$ cat src/rtl/window_generator.sv
// Streaming K x K sliding-window generator: buffers K-1 image rows plus a K-pixel
// tap window and emits a full K x K x CHANNELS window at the configured stride.
module window_generator #(
  parameter int KERNEL_SIZE = 3,
  parameter int DATA_WIDTH  = 8,
  parameter int CHANNELS    = 1,
  parameter int IMG_WIDTH   = 5,
  parameter int IMG_HEIGHT  = 5,
  parameter int STRIDE      = 1
) (
  input  logic                                                 clock,
  input  logic                                                 sreset,
  input  logic                                                 data_valid,
  input  logic [CHANNELS*DATA_WIDTH-1:0]                       data_in,
  output logic [KERNEL_SIZE*KERNEL_SIZE*CHANNELS*DATA_WIDTH-1:0] window_out,
  output logic                                                 window_valid,
  output logic                                                 frame_done,
  output logic [$clog2(IMG_HEIGHT)-1:0]                        row_idx,
  output logic [$clog2(IMG_WIDTH)-1:0]                         col_idx
);

  localparam int K         = KERNEL_SIZE;
  localparam int PIX_W     = CHANNELS * DATA_WIDTH;
  localparam int WIN_W     = K * K * PIX_W;
  localparam int ROW_W     = $clog2(IMG_HEIGHT);
  localparam int COL_W     = $clog2(IMG_WIDTH);
  localparam int PH_W      = $clog2(STRIDE) + 1;
  // Delay line spanning K-1 full rows plus K-1 pixels; with the live input it
  // exposes every pixel of the window ending at the current position.
  localparam int CHAIN_LEN = (K - 1) * IMG_WIDTH + K - 1;

  localparam logic [ROW_W-1:0] ROW_FIRST = ROW_W'(K - 1);
  localparam logic [ROW_W-1:0] ROW_LAST  = ROW_W'(IMG_HEIGHT - 1);
  localparam logic [COL_W-1:0] COL_FIRST = COL_W'(K - 1);
  localparam logic [COL_W-1:0] COL_LAST  = COL_W'(IMG_WIDTH - 1);
  localparam logic [PH_W-1:0]  PH_LAST   = PH_W'(STRIDE - 1);

  logic [PIX_W-1:0] chain [CHAIN_LEN];
  logic [PIX_W-1:0] tap   [CHAIN_LEN+1];
  logic [WIN_W-1:0] window_next;
  logic [PH_W-1:0]  row_ph;
  logic [PH_W-1:0]  col_ph;
  logic             row_ok;
  logic             col_ok;
  logic             last_col;
  logic             last_row;
  logic             accept;

  // Pixel storage is not reset: the row/column gates keep stale taps out of any
  // emitted window.
  always_ff @(posedge clock) begin
    if (accept) begin
      chain[0] <= data_in;
      for (int i = 1; i < CHAIN_LEN; i++) begin
        chain[i] <= chain[i-1];
      end
    end
  end

  always_comb begin
    tap[0] = data_in;
    for (int i = 0; i < CHAIN_LEN; i++) begin
      tap[i+1] = chain[i];
    end
  end

  always_comb begin
    window_next = '0;
    for (int r = 0; r < K; r++) begin
      for (int c = 0; c < K; c++) begin
        window_next[(r*K+c)*PIX_W +: PIX_W] = tap[(K-1-r)*IMG_WIDTH + (K-1-c)];
      end
    end
  end

  assign accept   = data_valid && !sreset;
  assign row_ok   = (row_idx >= ROW_FIRST) && (row_ph == '0);
  assign col_ok   = (col_idx >= COL_FIRST) && (col_ph == '0);
  assign last_col = (col_idx == COL_LAST);
  assign last_row = (row_idx == ROW_LAST);

  // Stage boundary: accepted pixel -> registered window / pulses / counters
  always_ff @(posedge clock) begin
    if (sreset) begin
      window_out   <= '0;
      window_valid <= 1'b0;
      frame_done   <= 1'b0;
      row_idx      <= '0;
      col_idx      <= '0;
      row_ph       <= '0;
      col_ph       <= '0;
    end else begin
      window_valid <= 1'b0;
      frame_done   <= 1'b0;
      if (data_valid) begin
        window_valid <= row_ok && col_ok;
        frame_done   <= last_row && last_col;
        if (row_ok && col_ok) begin
          window_out <= window_next;
        end
        if (last_col) begin
          col_idx <= '0;
          col_ph  <= '0;
          if (last_row) begin
            row_idx <= '0;
            row_ph  <= '0;
          end else begin
            row_idx <= row_idx + ROW_W'(1);
            // Phase stays 0 until the first full window row, then cycles mod STRIDE.
            if (row_idx < ROW_FIRST || row_ph == PH_LAST) begin
              row_ph <= '0;
            end else begin
              row_ph <= row_ph + PH_W'(1);
            end
          end
        end else begin
          col_idx <= col_idx + COL_W'(1);
          if (col_idx < COL_FIRST || col_ph == PH_LAST) begin
            col_ph <= '0;
          end else begin
            col_ph <= col_ph + PH_W'(1);
          end
        end
      end
    end
  end

endmodule

$ cat config.mk
export PLATFORM = sky130hd
export DESIGN_NAME = window_generator
export DESIGN_NICKNAME = d
export VERILOG_FILES = /design/src/rtl/window_generator.sv
export SDC_FILE = /design/constraint.sdc
export NUM_CORES = 1
export LEC_CHECK = 0
export CAP_MARGIN = 30
export CORE_AREA = 4 4 154 156
export CTS_CLUSTER_SIZE = 28
export DETAILED_ROUTE_END_ITERATION = 16
export DIE_AREA = 0 0 158 160
export DONT_BUFFER_PORTS = 1
export GPL_TIMING_DRIVEN = 0
export SYNTH_ARGS = -nofsm -noshare
export SYNTH_HDL_FRONTEND = slang
export SYNTH_SLANG_ARGS = --single-unit
export TNS_END_PERCENT = 50
$ cat constraint.sdc
create_clock -name clock -period 6.9 [get_ports clock]
set_input_delay 1.035 -clock clock [delete_from_list [all_inputs] [get_ports clock]]
set_output_delay 1.035 -clock clock [all_outputs]
set_load 0.1 [all_outputs]
==> impl_metrics.csv <==
group,metric,value,unit
outcome,run_status,"finished clean",
run,drv_cap,0,
logic_synthesis,synthCells,461,
route,wire_per_inst,15.88,um
route,via_per_inst,4.340,
timing,timing.hold.ws,0.4207,ns
route,antenna_left,0,
worst_setup_path,critPathCaptureType,"flip-flop",
worst_setup_path,cp.required,7.04,ns
floorplan,coreArea,22370,um^2
logic_synthesis,yosysTopAreaCell,"edfxtp_1",
power_and_ir_drop,ir_drop,146.2,uV
worst_setup_path,worstRegToRegCells,6,
timing,rsz0062_at_grt,"false",
worst_setup_path,cp_max_fo,25,
power_and_ir_drop,powerDensity,264.1,nW/um^2
logic_synthesis,synth-seq-cells,178,
logic_synthesis,yosys-top-cells-count,"145 x nand2b_1, 96 x edfxtp_1, 82 x dfxtp_1, 73 x mux2i_1, 17 x clkbuf_1",
cells_and_area,finalNetCount,536,
global_route,overflow,0,
timing,period_share,38.68,%
worst_setup_path,cp_top_family,"buffers and inverters",
timing,clock_skew,0.01352,ns
global_route,grt_pass1_wl,20240,um
global_route,antenna_found_initial,0,
logic_synthesis,synth_top_area_share,43.43,%
cts,cts_root_buffer,"clkbuf_16",
timing,max_freq,374.7,MHz
worst_setup_path,cp-start-kind,"primary input",
placed_design,hpwl,9189,um
timing,hold_viol,0,
timing,finalMaxSlewViolations,0,
cells_and_area,antenna_cells,0,
cts,cts.htree.levels,4,
worst_setup_path,critPathBufInv,4,
logic_synthesis,synthTopCellsByArea,"edfxtp_1 43%, dfxtp_1 25%, nand2b_1 14%",
cts,cts_tree,"done",
logic_synthesis,yosys_warnings,0,
logic_synthesis,yosysMostFrequentCell,"nand2b_1",
cells_and_area,syn2layout_area_growth,24.34,%
logic_synthesis,ys_async_sr_fraction,0,%
worst_setup_path,cpPeakStageDelay,0.73,ns
global_route,grt_pass1_vias,3644,
placed_design,placed_cell_area,7317,um^2
logic_synthesis,synth_edf_count,96,
cts,cts_buffers,17,
placed_design,gp_congestion,0.7658,
global_route,met2_usage,16.12,%
cts,cts_buffer_depth,2,
cts,cts_resized,0,
route,drc,0,
worst_setup_path,crit_chain,"clkbuf_1 -> clkbuf_1 -> nor2b_4 -> buf_16 -> buf_16",
timing,final-setup-viol-count,0,
floorplan,core.rowCount,55,
worst_setup_path,path_depth,5,
cts,postCtsSetupBuffers,0,
logic_synthesis,syn_nets,478,
timing,setup_tns,0,ns
logic_synthesis,synth_ff_type,"edfxtp_1",
cells_and_area,drive_gt1_share,12.41,%
route,routed_wl,12970,um
cts,path_clk_slew,0.07,ns
cells_and_area,postLayoutCoreUtil,36.90,%
floorplan,die_h,160,um
floorplan,start_util,29.68,%
route,via_count,3546,
power_and_ir_drop,power_leakage,0.002713,uW
cts,cts.sinks,178,
logic_synthesis,avgSynthCellArea,14.40,um^2
route,drtIter0Drc,142,
cts,ctsHoldBuffers,0,
worst_setup_path,critPathKind,"primary input to flip-flop",
timing,min_period,2.669,ns
logic_synthesis,ys_types,23,
placed_design,portBuffers,0,
worst_hold_path,hp-class,"flip-flop to flip-flop",
logic_synthesis,syn_area,6638,um^2
global_route,grt-busiest-layer,"met2",
global_route,grt_use_met3,6.043,%
route,first_pass_iters,4,
cells_and_area,stdcell_area,8253,um^2
worst_setup_path,cp.arrival,2.81,ns
timing,worst_slew_pin_slew,1.043,ns
logic_synthesis,ys_seq_area_share,68.16,%
floorplan,io-pin-count,91,
worst_hold_path,hold_depth,0,
global_route,use_met1,12.02,%
floorplan,die_area,25280,um^2
global_route,grt_util_all_layers,10.53,%
global_route,grt_max_degree,32,
worst_setup_path,slowest_stage,"nor2b_4",
cts,clk_latency,0.44,ns
timing,max_slew_margin,30.35,%
floorplan,die_w,158,um
-- state kept, by name (all words and copies together) (netlist names) --
signal / count
row_ph: 1
row_idx: 3
frame_done: 1
window_valid: 1
chain: 96
window_out: 72
col_ph: 1
col_idx: 3
-- metrics by stage --
stage / worst slack (ns) / power (uW) / std cells
CTS: 4.217 / 2198 / 794
global route: 4.136 / 2259 / 817
detailed placement: 3.745 / 1252 / 762
global placement: -1.438 / 1243 / 746
finish: 4.231 / 2179 / 817
floorplan: 0.7079 / 1226 / 461
-- cell usage in the layout, fill, tap and decap left out, types with 6 or more instances in the layout --
cell type	count
buf_12	8
buf_16	21
clkbuf_1	29
clkbuf_16	17
dfxtp_1	82
edfxtp_1	96
ha_1	6
inv_8	7
mux2i_1	73
nand2b_1	145
-- layer usage --
layer / routed length, um / part of all wire, %
met5: 0 / 0
met4: 321 / 2.5
met3: 1557 / 12
met2: 6126 / 47
met1: 4966 / 38
-- cell families (layout without fill, tap and decap cells) --
| kind of cell | Yosys count | after routing | synth area share, % |
|---|---|---|---|
| buffers and inverters | 30 | 101 | 3.544 |
| xor gates and xnor gates | 1 | 1 | 0.1320 |
| muxes | 73 | 73 | 11.01 |
| and+or+nand+nor | 166 | 166 | 15.49 |
| adders and majority gates | 6 | 6 | 1.131 |
| DFF | 178 | 178 | 68.16 |
| AOI/OAI and AO/OA | 7 | 7 | 0.5277 |
-- power by group --
group          switching [uW]  internal (uW)  total, uW
clock                     462            488        950
combinational            46.6           33.2       79.8
sequential               10.5           1140       1150
-- layout make-up --
cell class,count,area (um^2)
fillers,2092,14110
flip-flops and latches,178,4524
multi-input cells,253,1886
repair buffers,39,663.1
clock buffers,17,425.4
well taps,285,356.6
plain buffers,26,220.2
clock inverters,15,162.7
inverters,4,15.01
-- path summary, 6_finish.rpt --
path | from | slack (ns) | to
hold reg to reg | chain[3][5] | 0.42 | chain[4][5]
setup reg to reg | row_idx[1] | 5.05 | window_out[5]
setup / recovery | sreset | 4.23 | chain[2][0]
hold / removal | chain[3][5] | 0.42 | chain[4][5]
Note: power is estimated with default switching activity, not from simulation.
